**config.mk**
```make
export PLATFORM = sky130hd
export DESIGN_NAME = belt_input_monitor
export DESIGN_NICKNAME = d
export VERILOG_FILES = /design/src/rtl/belt_input_monitor.sv
export SDC_FILE = /design/constraint.sdc
export NUM_CORES = 1
export LEC_CHECK = 0
export CELL_PAD_IN_SITES_DETAIL_PLACEMENT = 1
export CELL_PAD_IN_SITES_GLOBAL_PLACEMENT = 1
export CORE_UTILIZATION = 35
export DETAILED_ROUTE_END_ITERATION = 8
export PLACE_DENSITY_LB_ADDON = 0.1
export SLEW_MARGIN = 15
export SYNTH_ARGS = -nofsm -noshare
export SYNTH_HDL_FRONTEND = slang
export SYNTH_SLANG_ARGS = --single-unit
```
**constraint.sdc**
```tcl
create_clock -name CLOCK_50 -period 6.4 [get_ports CLOCK_50]
set_clock_uncertainty 0.15 [all_clocks]
set_input_delay 1.92 -clock CLOCK_50 [delete_from_list [all_inputs] [get_ports CLOCK_50]]
set_output_delay 1.92 -clock CLOCK_50 [all_outputs]
set_load 0.1 [all_outputs]
```
**src/rtl/belt_input_monitor.sv**
```systemverilog
// belt_input_monitor: synchronizes and debounces ignition, seat and buckle
// inputs, then runs the grace-period FSM that requests the seatbelt warning
// and counts unbuckle events while the ignition is on.
module belt_input_monitor #(
  parameter int unsigned DEBOUNCE_CYCLES = 1000000,
  parameter int unsigned GRACE_CYCLES    = 250000000
) (
  input  logic       CLOCK_50,
  input  logic       RST,
  input  logic       KEY1,
  input  logic       KEY0,
  input  logic       SW,
  output logic       ign_on,
  output logic       seat_occ,
  output logic       belt_ok,
  output logic       warn_req,
  output logic       warn_start,
  output logic [7:0] unbuckle_count
);

  localparam int unsigned DW = $clog2(DEBOUNCE_CYCLES);
  localparam int unsigned GW = $clog2(GRACE_CYCLES);
  localparam logic [DW-1:0] DB_LAST    = DW'(DEBOUNCE_CYCLES - 1);
  localparam logic [GW-1:0] GRACE_LAST = GW'(GRACE_CYCLES - 1);

  localparam logic [1:0] S_OFF   = 2'd0;
  localparam logic [1:0] S_RUN   = 2'd1;
  localparam logic [1:0] S_GRACE = 2'd2;
  localparam logic [1:0] S_WARN  = 2'd3;

  // Channel index: 0 = ignition, 1 = seat occupied, 2 = belt fastened.
  logic [2:0]    raw;
  logic [2:0]    sync1;
  logic [2:0]    sync2;
  logic [2:0]    deb;
  logic [2:0]    deb_nxt;
  logic [DW-1:0] db_cnt [3];

  logic [1:0]    state;
  logic [1:0]    state_nxt;
  logic [GW-1:0] grace_cnt;
  logic          cond;

  assign raw = {SW, ~KEY0, KEY1};

  assign ign_on   = deb[0];
  assign seat_occ = deb[1];
  assign belt_ok  = deb[2];

  // Two-flop synchronizer per channel, polarity already normalized.
  always_ff @(posedge CLOCK_50) begin
    if (!RST) begin
      sync1 <= '0;
      sync2 <= '0;
    end else begin
      sync1 <= raw;
      sync2 <= sync1;
    end
  end

  // Debounced value each channel takes on the coming edge.
  always_comb begin
    deb_nxt = deb;
    for (int unsigned i = 0; i < 3; i++) begin
      if ((sync2[i] != deb[i]) && (db_cnt[i] == DB_LAST)) begin
        deb_nxt[i] = ~deb[i];
      end
    end
  end

  // Per-channel stability counter; the level is accepted after it runs out.
  always_ff @(posedge CLOCK_50) begin
    if (!RST) begin
      deb <= '0;
      for (int unsigned i = 0; i < 3; i++) begin
        db_cnt[i] <= '0;
      end
    end else begin
      deb <= deb_nxt;
      for (int unsigned i = 0; i < 3; i++) begin
        if ((sync2[i] == deb[i]) || (db_cnt[i] == DB_LAST)) begin
          db_cnt[i] <= '0;
        end else begin
          db_cnt[i] <= db_cnt[i] + 1'b1;
        end
      end
    end
  end

  assign cond = deb[0] & deb[1] & ~deb[2];

  // Next-state logic: ignition off wins, then condition cleared, then expiry.
  always_comb begin
    state_nxt = state;
    case (state)
      S_OFF: begin
        if (deb[0]) state_nxt = cond ? S_GRACE : S_RUN;
      end
      S_RUN: begin
        if (!deb[0])   state_nxt = S_OFF;
        else if (cond) state_nxt = S_GRACE;
      end
      S_GRACE: begin
        if (!deb[0])                      state_nxt = S_OFF;
        else if (!cond)                   state_nxt = S_RUN;
        else if (grace_cnt == GRACE_LAST) state_nxt = S_WARN;
      end
      default: begin
        if (!deb[0])    state_nxt = S_OFF;
        else if (!cond) state_nxt = S_RUN;
      end
    endcase
  end

  // State, grace timer and registered warning outputs decoded from next state.
  always_ff @(posedge CLOCK_50) begin
    if (!RST) begin
      state      <= S_OFF;
      grace_cnt  <= '0;
      warn_req   <= 1'b0;
      warn_start <= 1'b0;
    end else begin
      state      <= state_nxt;
      grace_cnt  <= ((state == S_GRACE) && (state_nxt == S_GRACE)) ?
                    grace_cnt + 1'b1 : '0;
      warn_req   <= (state_nxt == S_WARN);
      warn_start <= (state_nxt == S_WARN) && (state != S_WARN);
    end
  end

  // Count belt releases that leave the ignition on after the same edge.
  always_ff @(posedge CLOCK_50) begin
    if (!RST) begin
      unbuckle_count <= '0;
    end else if (deb[2] && !deb_nxt[2] && deb_nxt[0] &&
                 (unbuckle_count != 8'hFF)) begin
      unbuckle_count <= unbuckle_count + 1'b1;
    end
  end

endmodule

```
After elaboration in Yosys (flattened, before gate mapping)
Memories as Yosys holds them, arrays and structs flattened.
Cells that the tools add are included.
{"block": "op_classes", "add_sub_neg": 5, "mul": 0, "div": 0, "magnitude_cmp": 0, "n_eq_ne": 16, "shifts": 0, "muxes": 37, "n_bitwise": 12, "reduce_logical": 14}
{"operator": "20-bit 2-to-1 mux", "count": 6}
{"operator": "20-bit by 1-bit adder with 20-bit output, second input constant", "count": 3}
{"operator": "20-bit equality test, second input constant", "count": 3}
{"operator": "28-bit by 1-bit adder with 28-bit output, second input constant", "count": 1}
{"operator": "28-bit equality test, second input constant", "count": 1}
{"operator": "1-bit 2-to-1 mux", "count": 21}
{"operator": "2-bit 2-to-1 mux", "count": 9}
{"operator": "8-bit by 1-bit adder with 8-bit output, second input constant", "count": 1}
{"operator": "1-bit logical AND", "count": 8}
{"operator": "8-bit != test, second input constant", "count": 1}
{"operator": "2-bit equality test, second input constant", "count": 3}
{"operator": "1-bit OR", "count": 6}
{"operator": "2-bit case mux with 3 select lines", "count": 1}
{"operator": "1-bit NOT", "count": 4}
{"operator": "1-bit equality test", "count": 3}
{"operator": "1-bit logical OR", "count": 3}
{"operator": "1-bit != test", "count": 3}
{"operator": "1-bit bitwise AND", "count": 2}
{"operator": "2-bit by 1-bit equality test with 1-bit output, second input constant", "count": 1}
{"operator": "2-bit logical NOT", "count": 1}
{"operator": "2-bit != test, second input constant", "count": 1}
{"operator": "2-bit AND reduction", "count": 1}
{"operator": "1-bit logical NOT", "count": 1}
{"block": "totals", "ff_bits": 49, "latch_bits": 0, "mem_bits_rw": 60, "rom_bits": 0, "inputBits": 5, "out_inout_bits": 13, "wordCells": 94, "mem_count": 1}
{"name": "db_cnt", "depth": 3, "width": 20, "rd": 3, "rd_clocked_by_memory_dff": 0, "write_ports": 3, "line_no": "37", "text": "logic [DW-1:0] db_cnt [3];"}

Depth between registers and ports, before layout
Gate-level depths: netlist (run 1).
{"block": "depth", "depth_word": 8, "ltp_mapped": 8, "depth_no_buf": 6}

Worst setup path before layout (run 1)
No wires, ideal clock.
{"block": "synth_timing", "path_type": "input to register", "start": "in RST", "end": "mem db_cnt[2][10] (netlist name) (data pin)", "arrival_time_ns": 2.831, "required_time_ns": 6.112, "slack_ns": 3.281, "path_stages": 5, "path_buffers": 3, "cell_sequence": "clkbuf_1 -> clkbuf_1 -> nand3_1 -> buf_2 -> nor2_1"}
{"item": "from (decl)", "line_no": "9", "text": "input logic RST,"}
{"item": "to (decl)", "line_no": "37"}

Worst setup path in the final report (run 1)
{"block": "layout_timing", "start": "reg deb[0]", "end": "out ign_on"}
{"item": "from (decl)", "line_no": "35", "text": "logic [2:0] deb;"}
{"item": "from (signal assigned)", "line_no": "79", "text": "deb <= deb_nxt;"}
{"item": "to (decl)", "line_no": "13", "text": "output logic ign_on,"}
No word-level cell between the ends.

==> summary.txt, run 1 <==
Outcome
  – Status: completed

Route
  – TritonRoute pass-1 iters: 4
  – DRC: 0
  – Final wirelength: 10,800 um
  – WL/cell: roughly 13 um
  – Via count: roughly 3,900
  – Via-to-Cell Ratio: 4.80
  – Detailed Route Iter0 Violations: about 120
  – Antenna Nets Post-Route: 0

Critical path
  – Slowest cell delay on critical path: between 1 and 1.5 ns
  – WP buf/inv: 1
  – Crit path max fanout: 7
  – Startpoint types: flip-flop
  – Worst path required time: 4.33 ns
  – Crit end category: output port
  – CP arrival: between 2 and 2.5 ns
  – Slowest cell on crit path: clkdlybuf4s50_1
  – CP top delay family: buffers and inverters
  – Crit Path Class: flip-flop to output port
  – Critical path cell sequence: clkdlybuf4s50_1

Logic synthesis
  – Ys async rst share: 0%
  – Sequential area share after synthesis: just over 50%
  – Avg Inst Size Synth: 9.87 um2
  – Synth Flop Type: edfxtp_1
  – Yosys warns: 0
  – Synth cell types: 40
  – Syn Inst Count: between 500 and 600
  – Seq cells post-synth: 109
  – Cell Area, Synth: 0.00540 mm2
  – Post-synth EDFFs: 60

STA
  – Pins Over Slew Limit: 0
  – RSZ-0062 raised after global routing: false
  – Worst Tran Pin Value: 1.02 ns
  – Fin worst setup slack: 2.26 ns
  – Final min period: between 4 and 5 ns
  – Slew margin rel.: roughly a third
  – Fmax: 241 MHz
  – Setup violators final: 0
  – Fin crit share: roughly two thirds
  – Setup Total Neg Slack: 0 ns
  – WHS: 0.291 ns
  – Final hold vios: 0

Die
  – Starting Density: 35.6%
  – Ports: 18
  – Core Footprint: around 0.015 mm2
  – Die Span X: roughly 130 um
  – Rows: between 40 and 50
  – Die Area: around 0.016 mm2
  – Die height: 126 um

Layout
  – Area occupied by multi-input gates: 0.00272 mm2
  – FF+latch area: 0.00278 mm2
  – Layout cells sized above 1: about 3.7%
  – # fillers: 1,757
  – Fin util: roughly two fifths
  – Antenna diodes: 0
  – Area delta synth->final: 15.9%
  – Final #Nets: 629

GRT
  – GR peak layer: met2
  – Met2 Usage GRT: between 20% and 30%
  – GR met3 Demand/Resource: 3.02%
  – Total GRT Usage: 14.6%
  – Vias in the first global route: 4,040
  – Initial antenna violation count: 0
  – Pin count of the biggest net entering global routing: 31
  – Met1 usage: 18.8%
  – Total grt overflow: 0
  – First-pass GRT wire length: 18,600 um

Power and ir drop
  – Power Density: 218 mW/mm2
  – Clock power share: 40.2%
  – Pleak: 2.07 nW
  – Internal power: 1.05 mW
  – Maximum vdd drop: between 100 and 150 uV
  – Sw frac: between 20 and 25%
  – Combinational Power Share: 3.1%
  – Sequential power share: 56.8%
  – Switching power: 310 uW

Clocking
  – Hold Buf Count CTS: 0
  – # resized after CTS: 0
  – Clock-pin slew on the worst setup and hold paths: approximately 0.08 ns
  – CTS root buf: clkbuf_16
  – H-Tree Depth: 3
  – Clock sinks: 109
  – CTS Buf Count: 9
  – Clk_lat worst skew: ~0.35 ns
  – CTS tree: built
  – Max Root-Sink Buffers: 2
  – # Post-CTS Setup Buffers: 0

Placement
  – DP Worst Slack: between 2 and 2.5 ns
  – Final HPWL DP: 7810 um
  – I/O Buffers: 17
  – Routability cong.: 0.730

Job
  – # Max-Cap Violations: 0

Hold path
  – Hold Path Class: flip-flop to flip-flop
## metal layers
layer  wire length [um]  vias to the layer above
met5                  0                        -
met3                341                       12
met2               4970                       39
met4                184                        0
met1               5300                     1874
li1                   -                     1971
## synthesized netlist by cell type (all sizes together) (4+ instances only)
cell	instances	area, um2
a211oi	4	30.0
and2	14	87.6
and3	19	119
and4	6	52.6
buf	5	22.5
clkbuf	12	45.0
dfxtp	49	981
edfxtp	60	1800
ha	5	62.6
inv	13	48.8
mux2i	9	90.1
nand2	42	158
nand2b	8	50.1
nand3	37	198
nand4	17	106
nor2	106	398
nor2b	5	31.3
nor3	17	85.1
nor4	12	90.1
nor4b	5	43.8
xnor2	54	473
xor2	29	254
## cells by family after synthesis
family                     synth area share [%]
AOI/OAI and AO/OA                          2.06
xor gates and xnor gates                   13.5
adders and majority gates                  1.16
buffers and inverters                      2.16
DFF                                        51.5
muxes                                      1.67
other                                    0.0695
and+or+nand+nor                            27.9
## through the flow
step / instances / instance area (um2) / total power [mW]
2_1_floorplan: 606 / 5620 / 0.817
3_3_place_gp: 796 / 5970 / 0.829
3_5_place_dp: 796 / 5970 / 0.831
4_1_cts: 812 / 6260 / 1.38
5_1_grt: 812 / 6260 / 1.41
6_report: 812 / 6260 / 1.36
## power by group through the flow
stage                     combinational, mW  clock, mW  sequential, mW
after floorplan                      0.0337          0           0.784
after global placement               0.0406          0           0.789
after detailed placement             0.0419          0           0.790
after CTS                            0.0423      0.568           0.773
after global routing                 0.0489      0.587           0.776
final                                0.0420      0.547           0.773
## flip-flops by register name, summed over array words and instances, names as in the netlist, 2 cells and up
name,cells
sync1,3
sync2,3
db_cnt,60
state,2
unbuckle_count,8
grace_cnt,28
deb,3
## worst paths after layout
path,startpoint,end,slack (ns),depth (start not counted)
setup / recovery,deb[0]$_SDFF_PN0_,ign_on,2.26,1
hold / removal,sync1[1]$_SDFF_PN0_,sync2[1]$_SDFF_PN0_,0.29,1
hold reg to reg,sync1[1]$_SDFF_PN0_,sync2[1]$_SDFF_PN0_,0.29,1
setup reg to reg,grace_cnt[0]$_SDFF_PN0_,grace_cnt[5]$_SDFF_PN0_,3.62,6
## cell type report
class | count | share of cell area (%)
clock buffers | 10 | 3.82
inverters | 13 | 0.780
clock inverters | 6 | 0.720
repair buffers | 19 | 2.96
multi-input cells | 467 | 43.5
well taps | 188 | 3.76
flip-flops and latches | 109 | 44.5
## layout by cell type, fill, tap and decap left out, drive strengths merged
cell,n
mux2i,9
a2111oi,1
nand2b,8
nor4b,5
clkbuf,10
dfxtp,49
and4,6
nor2,106
ha,5
edfxtp,60
a21o,1
nor4bb,2
a41oi,1
a21boi,2
xnor2,54
nor2b,5
nor3,17
conb,60
a211oi,4
nand4,17
xor2,29
clkinv,2
or4bb,1
and3,19
inv,16
and2,14
nand2,42
nand3,37
or4b,2
a21oi,2
or3,2
clkdlybuf4s50,17
nand3b,2
clkinvlp,1
o211ai,1
buf,2
nor4,12
o21ai,1
No activity file was read; power rests on OpenSTA's default activity.
==> run 2: changes to the inputs <==
==> constraint.sdc (replaced) <==
create_clock -name CLOCK_50 -period 4.05 [get_ports CLOCK_50]
set_clock_uncertainty 0.15 [all_clocks]
set_input_delay 1.215 -clock CLOCK_50 [delete_from_list [all_inputs] [get_ports CLOCK_50]]
set_output_delay 1.215 -clock CLOCK_50 [all_outputs]
set_load 0.1 [all_outputs]
==> run 2 against run 1 <==
Compared with the run above:
- worst setup slack got worse by 1.4 ns
- cell area shrank 0.44%
- via count up 0.18%
- die area stayed put
- count of clock-buffer cells in the layout down 1
- total power up 58%
- register-to-register slack worse by 2.3 ns
- critical path type unchanged
- first-iteration DRC count is 47% higher
- clock power is 57% higher
- final cell count stayed put
==> summary.txt, run 2 (synthesized netlist as in run 1, its figures left out) <==
Power and ir drop
  – Power Density: 345 mW/mm2 (+59%)
  – Switching power: 500 uW (+61%)
  – Sequential power share: 56.8% (about the same)
  – Clock power share: 40.1% (about the same)
  – Combinational Power Share: 3.1% (about the same)
  – Pleak: 2.09 nW (+0.84%)
  – Sw frac: 23.3% (+0.49 points)
  – Internal power: 1.65 mW (+57%)
  – Maximum vdd drop: 191 uV (+72%)

Placement
  – Final HPWL DP: 7810 um (about the same)
  – I/O Buffers: 17 (unchanged)
  – DP Worst Slack: 0.604 ns (-1.74 ns)
  – Routability cong.: 0.764 (+4.7%)
  – DP Area: 0.00595 mm2 (-0.46%)
  – Placed cells: 796 (unchanged)

Outcome
  – Status: completed

Clocking
  – CTS root buf: clkbuf_16
  – CTS Buf Count: 9 (unchanged)
  – # Post-CTS Setup Buffers: 0 (unchanged)
  – Clk_lat worst skew: 0.35 ns (about the same)
  – Max Root-Sink Buffers: 2 (unchanged)
  – Hold Buf Count CTS: 0 (unchanged)
  – # resized after CTS: 0 (unchanged)
  – H-Tree Depth: 3 (unchanged)
  – CTS tree: built
  – Clock sinks: 109 (unchanged)
  – Clock-pin slew on the worst setup and hold paths: 0.08 ns (about the same)

GRT
  – Initial antenna violation count: 0 (unchanged)
  – Total grt overflow: 0 (unchanged)
  – Total GRT Usage: 14.7% (+0.056 points)
  – Vias in the first global route: 4,035 (-0.12%)
  – First-pass GRT wire length: 18,700 um (+0.55%)
  – Pin count of the biggest net entering global routing: 29 (-6.5%)

STA
  – Final min period: around 3.2 ns
  – Setup violators final: 0 (unchanged)
  – WHS: 0.280 ns (-0.0113 ns)
  – Fin worst setup slack: 0.889 ns (-1.37 ns)
  – RSZ-0062 raised after global routing: false
  – Fin crit share: 78.0%
  – Pins Over Slew Limit: 0 (unchanged)
  – Final hold vios: 0 (unchanged)
  – Worst Tran Pin Value: 0.969 ns (-0.0503 ns)
  – Setup Total Neg Slack: 0 ns (unchanged)
  – Slew margin rel.: 34.8% (+3.0 points)
  – Fmax: 316 MHz

Layout
  – Antenna diodes: 0 (unchanged)
  – Most common cell after layout, fill and taps aside: nor2_1
  – Area occupied by multi-input gates: 0.00272 mm2 (unchanged)
  – Max reg flops: 60 (unchanged)
  – Top Registers: db_cnt: 60 flops, grace_cnt: 28 flops, unbuckle_count: 8 flops
  – Final #Nets: 629 (unchanged)
  – Area delta synth->final: 15.4%
  – Top reg by flops: db_cnt
  – Most frequent cells in the layout: nor2_1 (106), edfxtp_1 (60), conb_1 (60), xnor2_1 (54), dfxtp_1 (49)
  – Layout cells sized above 1: 5.45% (+1.8 points)
  – # fillers: 1,770 (+0.74%)
  – FF+latch area: 0.00278 mm2 (unchanged)
  – Final instance area: 0.00623 mm2 (-0.44%)
  – Non-Filler Instances: 812 (unchanged)

Route
  – Antenna Nets Post-Route: 0 (unchanged)
  – TritonRoute pass-1 iters: 6 (+2)
  – Detailed Route Iter0 Violations: 173 (+47%)
  – Via-to-Cell Ratio: 4.81 (+0.18%)
  – Final wirelength: 10,900 um (+0.69%)
  – WL/cell: 13.4 um (+0.69%)
  – DRC: 0 (unchanged)
  – Via count: 3,903 (+0.18%)

Die
  – Core Footprint: 0.0151 mm2 (unchanged)
  – Starting Density: 35.6% (unchanged)
  – Die Span X: 126 um (unchanged)
  – Die height: 126 um (unchanged)
  – Die Area: 0.0159 mm2 (unchanged)
  – Rows: 45 (unchanged)
  – Ports: 18 (unchanged)

Critical path
  – CP top delay family: buffers and inverters
  – WP buf/inv: 1 (unchanged)
  – Critical path cell sequence: clkdlybuf4s50_1
  – Slowest cell delay on critical path: 1.12 ns (-0.11 ns)
  – Slowest cell on crit path: clkdlybuf4s50_1
  – Worst path required time: 2.68 ns (-1.65 ns)
  – Crit Path Class: flip-flop to output port
  – Startpoint types: flip-flop
  – Crit end category: output port
  – Crit path max fanout: 1 (-6)
  – CP arrival: 1.80 ns (-0.27 ns)

Job
  – # Max-Cap Violations: 0 (unchanged)

Hold path
  – Hold Path Class: flip-flop to flip-flop
## run 2: final cells by class
class	count	share of cell area, %
clock buffer	9	3.62
clock inverter	7	0.944
tap	188	3.78
multi-input combinational	467	43.7
timing repair buffer	19	2.53
inverter	13	0.783
sequential	109	44.7
## run 2: layer usage
metal / up-vias / routed length, um / GRT usage [%]
met5: - / 0 / 0
met2: 21 / 5030 / 24.5
met3: 12 / 233 / 2.85
li1: 1975 / - / -
met4: 0 / 170 / 5.74
met1: 1895 / 5430 / 18.7
## run 2: path summary, 6_finish.rpt
path                                   start                           to  slack, ns  cells after the start
setup / recovery         warn_req$_SDFF_PN0_                     warn_req       0.89                      1
hold / removal           sync1[0]$_SDFF_PN0_          sync2[0]$_SDFF_PN0_       0.28                      1
hold reg to reg          sync1[0]$_SDFF_PN0_          sync2[0]$_SDFF_PN0_       0.28                      1
setup reg to reg  db_cnt[2][8]$_SDFFCE_PN0P_  db_cnt[2][16]$_SDFFCE_PN0P_       1.29                      5
## run 2: power by group through the flow
stage               logic [mW]  registers [mW]  clock network [mW]
finish                  0.0670            1.22               0.861
global route            0.0780            1.23               0.940
CTS                     0.0667            1.22               0.898
detailed placement      0.0662            1.25                   0
global placement        0.0640            1.25                   0
floorplan               0.0533            1.24                   0
## run 2: through the flow
step	power, mW	util (%)
3_5_place_dp	1.31	39.3
5_1_grt	2.24	41.1
2_1_floorplan	1.29	-
4_1_cts	2.19	41.1
6_report	2.15	41.1
3_3_place_gp	1.31	39.3
